## config.mk

```make
export PLATFORM = sky130hd
export DESIGN_NAME = dl_mem_arbiter
export DESIGN_NICKNAME = d
export VERILOG_FILES = /design/src/rtl/dl_pkg.sv /design/src/rtl/dl_wr_fifo.sv /design/src/rtl/dl_mem_arbiter.sv
export SDC_FILE = /design/constraint.sdc
export NUM_CORES = 1
export LEC_CHECK = 0
export CAP_MARGIN = 20
export CORE_MARGIN = 5
export CORE_UTILIZATION = 54
export DETAILED_ROUTE_END_ITERATION = 8
export PLACE_DENSITY = 0.81
export SLEW_MARGIN = 20
export SYNTH_ARGS = -nofsm -noshare
export SYNTH_HDL_FRONTEND = slang
export SYNTH_SLANG_ARGS = --single-unit
export TNS_END_PERCENT = 1
```

## constraint.sdc

```tcl
create_clock -name i_clk -period 6.4 [get_ports i_clk]
set_input_delay 1.28 -clock i_clk [delete_from_list [all_inputs] [get_ports i_clk]]
set_output_delay 1.28 -clock i_clk [all_outputs]
set_load 0.03 [all_outputs]
```

## src/rtl/dl_pkg.sv

```systemverilog
// -----------------------------------------------------------------------------
// dl_pkg
//   Shared types and constants for the download-path memory arbiter.
//   - dl_state_t   : arbiter bus-ownership states
//   - DL_ADDR_IN_W : width of the downloader byte address
//   - dl_in_range  : true when a downloader address fits in an aw-bit memory
// -----------------------------------------------------------------------------
package dl_pkg;

   localparam int DL_ADDR_IN_W = 25;
   localparam int DL_DATA_W    = 8;

   // IDLE   : CPU owns the memory port
   // DL     : downloader active, buffered writes issued on slots
   // DRAIN  : downloader finished, emptying the buffer
   // SETTLE : buffer empty, bus held a few cycles before returning it to the CPU
   typedef enum logic [1:0] {
      ST_IDLE   = 2'd0,
      ST_DL     = 2'd1,
      ST_DRAIN  = 2'd2,
      ST_SETTLE = 2'd3
   } dl_state_t;

   // Any address bit at or above aw set means the byte lies outside the memory.
   function automatic logic dl_in_range(input logic [DL_ADDR_IN_W-1:0] addr,
                                        input int unsigned aw);
      return (addr >> aw) == '0;
   endfunction

endpackage

```

## src/rtl/dl_wr_fifo.sv

```systemverilog
// -----------------------------------------------------------------------------
// dl_wr_fifo
//   Small synchronous FIFO buffering download writes until a memory slot.
//   Head entry is presented combinationally on o_dout whenever not empty.
//   Ports:
//     i_clk, i_rst_n   clock, asynchronous active-low reset (flushes pointers)
//     i_push, i_din    write one entry (ignored when full and not popping)
//     i_pop            discard head entry (ignored when empty)
//     o_dout           head entry
//     o_full, o_empty  occupancy flags
// -----------------------------------------------------------------------------
module dl_wr_fifo #(
   parameter int WIDTH = 24,
   parameter int DEPTH = 4
) (
   input  logic             i_clk,
   input  logic             i_rst_n,
   input  logic             i_push,
   input  logic [WIDTH-1:0] i_din,
   input  logic             i_pop,
   output logic [WIDTH-1:0] o_dout,
   output logic             o_full,
   output logic             o_empty
);

   localparam int PW = $clog2(DEPTH);
   localparam logic [PW:0] PTR_ONE = 1;

   logic [WIDTH-1:0] r_mem [DEPTH];
   logic [PW:0]      r_wr_ptr;
   logic [PW:0]      r_rd_ptr;
   logic             w_do_push;
   logic             w_do_pop;

   // Extra pointer MSB distinguishes full from empty when the index bits match.
   assign o_empty = (r_wr_ptr == r_rd_ptr);
   assign o_full  = (r_wr_ptr[PW] != r_rd_ptr[PW]) &&
                    (r_wr_ptr[PW-1:0] == r_rd_ptr[PW-1:0]);

   // A pop in the same cycle frees the slot, so a push on a full FIFO is kept.
   assign w_do_pop  = i_pop & ~o_empty;
   assign w_do_push = i_push & (~o_full | w_do_pop);

   always_ff @(posedge i_clk or negedge i_rst_n) begin
      if (!i_rst_n) begin
         r_wr_ptr <= '0;
         r_rd_ptr <= '0;
      end else begin
         if (w_do_push) r_wr_ptr <= r_wr_ptr + PTR_ONE;
         if (w_do_pop)  r_rd_ptr <= r_rd_ptr + PTR_ONE;
      end
   end

   always_ff @(posedge i_clk) begin
      if (w_do_push) r_mem[r_wr_ptr[PW-1:0]] <= i_din;
   end

   assign o_dout = r_mem[r_rd_ptr[PW-1:0]];

endmodule

```

## src/rtl/dl_mem_arbiter.sv

```systemverilog
// -----------------------------------------------------------------------------
// dl_mem_arbiter
//   Arbitrates the downloader write stream against the Z80 CPU for the single
//   system memory port. Download writes are buffered and issued one per
//   memory slot; the CPU is held in WAIT while the downloader owns the bus and
//   released SETTLE_CYC cycles after the last buffered write has landed.
//   Ports:
//     i_clk, i_rst_n        clock, asynchronous active-low reset
//     i_dl_downloading      downloader owns memory (level)
//     i_dl_wr               write strobe, one write per rising edge
//     i_dl_addr, i_dl_data  downloader byte address / data
//     i_cpu_addr, i_cpu_dout, i_cpu_wr, i_cpu_rd   CPU access request
//     o_cpu_wait_n          CPU WAIT, active low
//     i_mem_slot            memory accepts one access this cycle
//     o_mem_addr, o_mem_din, o_mem_we, o_mem_ce    memory port
//     o_dl_busy             arbiter owns the bus
//     o_err_ovf, o_err_range  sticky capture errors (reset only)
// -----------------------------------------------------------------------------
module dl_mem_arbiter
   import dl_pkg::*;
#(
   parameter int ADDR_W     = 16,
   parameter int FIFO_DEPTH = 4,
   parameter int SETTLE_CYC = 2
) (
   input  logic                    i_clk,
   input  logic                    i_rst_n,
   input  logic                    i_dl_downloading,
   input  logic                    i_dl_wr,
   input  logic [DL_ADDR_IN_W-1:0] i_dl_addr,
   input  logic [DL_DATA_W-1:0]    i_dl_data,
   input  logic [ADDR_W-1:0]       i_cpu_addr,
   input  logic [DL_DATA_W-1:0]    i_cpu_dout,
   input  logic                    i_cpu_wr,
   input  logic                    i_cpu_rd,
   output logic                    o_cpu_wait_n,
   input  logic                    i_mem_slot,
   output logic [ADDR_W-1:0]       o_mem_addr,
   output logic [DL_DATA_W-1:0]    o_mem_din,
   output logic                    o_mem_we,
   output logic                    o_mem_ce,
   output logic                    o_dl_busy,
   output logic                    o_err_ovf,
   output logic                    o_err_range
);

   localparam int CNT_W = (SETTLE_CYC > 1) ? $clog2(SETTLE_CYC) : 1;

   typedef struct packed {
      logic [ADDR_W-1:0]    addr;
      logic [DL_DATA_W-1:0] data;
   } entry_t;

   dl_state_t            r_state;
   dl_state_t            w_state_next;
   logic [CNT_W-1:0]     r_cnt;
   logic [CNT_W-1:0]     w_cnt_next;
   logic                 r_dl_wr_q;
   logic [ADDR_W-1:0]    r_mem_addr;
   logic [DL_DATA_W-1:0] r_mem_din;
   logic                 r_mem_acc;
   logic                 r_err_ovf;
   logic                 r_err_range;

   logic                 w_rise;
   logic                 w_in_range;
   logic                 w_push_req;
   logic                 w_push;
   logic                 w_pop;
   logic                 w_ovf;
   logic                 w_full;
   logic                 w_empty;
   entry_t               w_push_entry;
   entry_t               w_head;

   // ---------------- write capture (active in every state) ----------------
   assign w_rise       = i_dl_wr & ~r_dl_wr_q;
   assign w_in_range   = dl_in_range(i_dl_addr, ADDR_W);
   assign w_push_req   = w_rise & w_in_range;
   assign w_push       = w_push_req & (~w_full | w_pop);
   assign w_ovf        = w_push_req & w_full & ~w_pop;
   assign w_push_entry = '{addr: i_dl_addr[ADDR_W-1:0], data: i_dl_data};

   // Buffered writes only leave the FIFO while the downloader path owns the bus.
   assign w_pop = ((r_state == ST_DL) || (r_state == ST_DRAIN)) & i_mem_slot & ~w_empty;

   dl_wr_fifo #(
      .WIDTH ($bits(entry_t)),
      .DEPTH (FIFO_DEPTH)
   ) u_fifo (
      .i_clk   (i_clk),
      .i_rst_n (i_rst_n),
      .i_push  (w_push),
      .i_din   (w_push_entry),
      .i_pop   (w_pop),
      .o_dout  (w_head),
      .o_full  (w_full),
      .o_empty (w_empty)
   );

   // ---------------- state register and datapath registers ----------------
   always_ff @(posedge i_clk or negedge i_rst_n) begin
      if (!i_rst_n) begin
         r_state     <= ST_IDLE;
         r_cnt       <= '0;
         r_dl_wr_q   <= 1'b0;
         r_mem_addr  <= '0;
         r_mem_din   <= '0;
         r_mem_acc   <= 1'b0;
         r_err_ovf   <= 1'b0;
         r_err_range <= 1'b0;
      end else begin
         r_state   <= w_state_next;
         r_cnt     <= w_cnt_next;
         r_dl_wr_q <= i_dl_wr;
         // One-cycle write pulse per popped entry; address/data hold afterwards.
         r_mem_acc <= w_pop;
         if (w_pop) begin
            r_mem_addr <= w_head.addr;
            r_mem_din  <= w_head.data;
         end
         if (w_ovf)                  r_err_ovf   <= 1'b1;
         if (w_rise && !w_in_range)  r_err_range <= 1'b1;
      end
   end

   // ---------------- next state and output mux ----------------
   always_comb begin
      w_state_next = r_state;
      w_cnt_next   = r_cnt;
      o_mem_addr   = r_mem_addr;
      o_mem_din    = r_mem_din;
      o_mem_we     = r_mem_acc;
      o_mem_ce     = r_mem_acc;
      o_cpu_wait_n = 1'b0;
      o_dl_busy    = 1'b1;

      case (r_state)
         ST_IDLE: begin
            o_mem_addr   = i_cpu_addr;
            o_mem_din    = i_cpu_dout;
            o_mem_we     = i_cpu_wr;
            o_mem_ce     = i_cpu_rd | i_cpu_wr;
            // WAIT goes low in the same cycle the downloader takes over, so a
            // CPU access caught mid-flight is retried after release.
            o_cpu_wait_n = ~i_dl_downloading;
            o_dl_busy    = 1'b0;
            if (i_dl_downloading) w_state_next = ST_DL;
         end
         ST_DL: begin
            if (!i_dl_downloading) w_state_next = ST_DRAIN;
         end
         ST_DRAIN: begin
            if (i_dl_downloading) begin
               w_state_next = ST_DL;
            end else if (w_empty && !w_push && !r_mem_acc) begin
               // Last pulse has left the bus; hold it a little longer for settle.
               w_state_next = ST_SETTLE;
               w_cnt_next   = CNT_W'(SETTLE_CYC - 1);
            end
         end
         ST_SETTLE: begin
            if (i_dl_downloading) begin
               w_state_next = ST_DL;
            end else if (r_cnt == '0) begin
               w_state_next = ST_IDLE;
            end else begin
               w_cnt_next = r_cnt - CNT_W'(1);
            end
         end
         default: w_state_next = ST_IDLE;
      endcase
   end

   assign o_err_ovf   = r_err_ovf;
   assign o_err_range = r_err_range;

endmodule

```

==> summary.md <==
| Metric | Value |
|---|---|
| Tcrit/Tclk final | 66.9% |
| TritonCTS buffer count | 17 |
| Reg2reg start | u_fifo.r_rd_ptr[0] |
| Int Pwr | 2.21 mW |
| Chip height | 111 um |
| CP Data Required Time | 5120 ps |
| Vias in the first global route | 3213 |
| Sw Share | 31.8% |
| Max Clock Freq | 233 MHz |
| Area growth, synth to finish | 30.0% |
| Unrepaired setup endpoints after global routing | no |
| FF-to-FF path depth | 5 |
| Crit. End Element | primary output |
| H-tree level count | 4 |
| Global route overflow | 0 |
| Syn Area/Cell | 19.5 sq um |
| Total die area | 12300 sq um |
| Hold Crit Class | flop to flop |
| Drc violations | 0 |
| CTS tree | done |
| P per Cell Area | 453 nW/um^2 |
| Vias | 2898 |
| Max cap viols | 0 |
| Post-Route Setup TNS | 0 ps |
| Gate power share | 35.9% |
| Setup CP Type | flop to primary output |
| Pin slew with the least headroom to its limit | 945 ps |
| Min cycle time layout | 4280 ps |
| FF+latch count, synth | 133 |
| Syn Nets | 355 |
| Max incr delay on CP | 760 ps |
| Post-synthesis instance total | 282 |
| DRT Wirelength | 10.5 mm |
| First-pass DRT Iterations | 4 |
| # IOs | 94 |
| Ratio of cells with drive above 1 in the final layout | 24.3% |
| Final Hold Viols | 0 |
| Clock insertion delay at the later pin of the skew report | 510 ps |
| Sequential Power Share | 35.4% |
| Largest net degree at the start of global routing | 38 |
| Sequential-to-total area share from yosys stat | 69.3% |
| Mapped cell area | 5500 sq um |
| Pleak | 2.54 nW |
| Non-filler cells, final | 533 |
| Port Buffer Count | 93 |
| Relative slew margins | 37.0% |
| Antenna viol nets, final | 0 |
| Fin worst setup slack | 2120 ps |
| Worst R2R End | u_fifo.r_mem[0][16] |
| Initial antenna violation count | 0 |
| Fin Hold WS | 469 ps |
| Die width | 111 um |
| Worst-path clk slew | 60 ps |
| Switching pwr | 1.03 mW |
| CTS Sinks | 133 |
| First-pass GRT wire length | 17.4 mm |
| Synth cell types | 40 |
| Commonest non-fill, non-tap cells in the layout | edfxtp_1 (96), clkdlybuf4s50_1 (92), dfrtp_1 (36) |
| Yosys warns | 0 |
| Layout Skew | 10.8 ps |
| Cts repair resizes | 0 |
| # setup viols final | 0 |
| Reg-to-reg setup timing slack | 3680 ps |
| Layout fillers | 621 |
| Pins Over Slew Limit | 0 |
| Initial Utilization | 55.7% |
| Crit path max fanout | 30 |
| Detailed Place HPWL | 6.22 mm |
| DR WL/cell | 19.8 um |
| Post-Place Setup Slack | 2430 ps |
| GPL Wtd Cong | 0.740 |
| Placed insts | 501 |
| Startpoint types | flop |
| Worst Setup EP | o_mem_ce |
| CORE AREA | 9860 sq um |
| Clock Power Share | 28.8% |
| Rows | 36 |
| Critical-path cell with the highest stage delay | ha_2 |
| Leading cell type in the layout, fill and taps excluded | edfxtp_1 |
| Max Buffers Root-to-Sink | 2 |
| N_diodes | 0 |
| Status | completed |
| Worst path cell trace | inv_1, ha_2, mux2_2, a21o_1, clkdlybuf4s50_1 |
| # nets final | 460 |
| GR Util All Layers | 18.6% |
| Clock root buffer | clkbuf_8 |
| Setup crit start | r_state[0] |
| Data arrival, critical path | 3000 ps |
| Initial DRC count | 119 |
| Worst VDD drop | 0.318 mV |
| Hold_buf cts | 0 |
| Mean number of vias per cell | 5.44 |
| Post-CTS setup buffers | 0 |
routing by layer:
metal,share of wire [%],track usage (%)
met4,0.61,5.91
met2,52,31.1
met3,4.8,5.51
met1,42,23.3
met5,0,0
logic make-up after synthesis:
logic type | synth area share (%)
mux | 20.1
buf+inv | 1.48
fa+ha+maj | 2.05
xor+xnor | 1.25
compound gates | 2.34
simple gates | 3.51
flops | 69.3
area by class of cell:
| class | count | area, sq um | share of cell area, % |
|---|---|---|---|
| inverter | 6 | 22.5 | 0.315 |
| tap | 133 | 166 | 2.33 |
| multi-input combinational | 132 | 1610 | 22.5 |
| timing repair buffer | 97 | 956 | 13.4 |
| clock inverter | 13 | 159 | 2.22 |
| sequential | 133 | 3810 | 53.3 |
| clock buffer | 19 | 422 | 5.90 |
synthesized netlist by cell type:
master	instances	share of area, %
mux2_1	25	5.1
o31ai_1	1	0.14
dfrtp_1	37	17
o2bb2ai_1	1	0.16
nand4_1	1	0.11
and3b_4	1	0.23
and2_4	1	0.16
nand2b_1	1	0.11
ha_1	9	2.0
inv_1	6	0.41
nor3_1	2	0.18
o2111a_1	1	0.20
or4b_4	1	0.25
edfxtp_1	96	52
nor2_2	1	0.11
nand2_1	8	0.55
nor2b_4	1	0.25
nand3_1	2	0.18
and2_1	3	0.34
xnor2_1	2	0.32
mux4_2	24	9.8
xor2_2	1	0.30
buf_2	2	0.18
nor2_1	2	0.14
o21a_1	1	0.14
a211oi_2	1	0.23
nor2_8	1	0.36
a21o_1	1	0.14
o21bai_1	1	0.14
buf_4	4	0.55
nor3_4	1	0.30
a21oi_1	2	0.18
xor2_1	4	0.64
a21o_2	1	0.16
clkbuf_1	5	0.34
a311oi_4	1	0.48
mux2_2	25	5.1
o21ai_1	3	0.27
nor4_2	1	0.23
a31oi_1	1	0.11
power by group through the flow:
stage / Clock (mW) / Combinational [mW] / Sequential, mW
CTS: 0.949 / 1.18 / 1.15
detailed placement: 0 / 1.17 / 1.16
global route: 0.989 / 1.24 / 1.17
global placement: 0 / 1.14 / 1.16
finish: 0.932 / 1.16 / 1.15
floorplan: 0 / 0.863 / 1.09
through the flow:
stage | total power [mW] | util, % | instance area, sq um
floorplan | 1.95 | - | 5500
global placement | 2.30 | 66.5 | 6560
detailed placement | 2.33 | 66.5 | 6560
CTS | 3.28 | 72.4 | 7140
global route | 3.40 | 72.4 | 7140
finish | 3.24 | 72.4 | 7140
worst min path at each step:
stage | from | slack [ps] | endpoint | depth (start not counted)
final | o_err_range | 470 | o_err_range | 1
after global routing | o_err_range | 490 | o_err_range | 1
after CTS | o_err_range | 470 | o_err_range | 1
after detailed placement | o_err_range | 460 | o_err_range | 1
after global placement | o_err_range | 460 | o_err_range | 1
after floorplan | r_mem_addr[0] | 450 | r_mem_addr[0] | 1
flip-flops by register name (all words and copies together), names as in the netlist:
name	flops
r_cnt	1
u_fifo.r_rd_ptr	3
u_fifo.r_wr_ptr	3
r_mem_addr	16
r_mem_din	8
o_err_ovf	1
r_mem_acc	1
r_dl_wr_q	1
r_state	2
u_fifo.r_mem	96
o_err_range	1
worst max-delay path, delay by kind of cell, from the launching register on:
kind,cells,cell delay [ps]
flip-flops,1,420
multiplexers,1,430
AO/OA/AOI/OAI,1,150
adder cells (fa/ha/maj),1,760
buffers and inverters,2,750
Note: power is estimated with default switching activity, not from simulation.
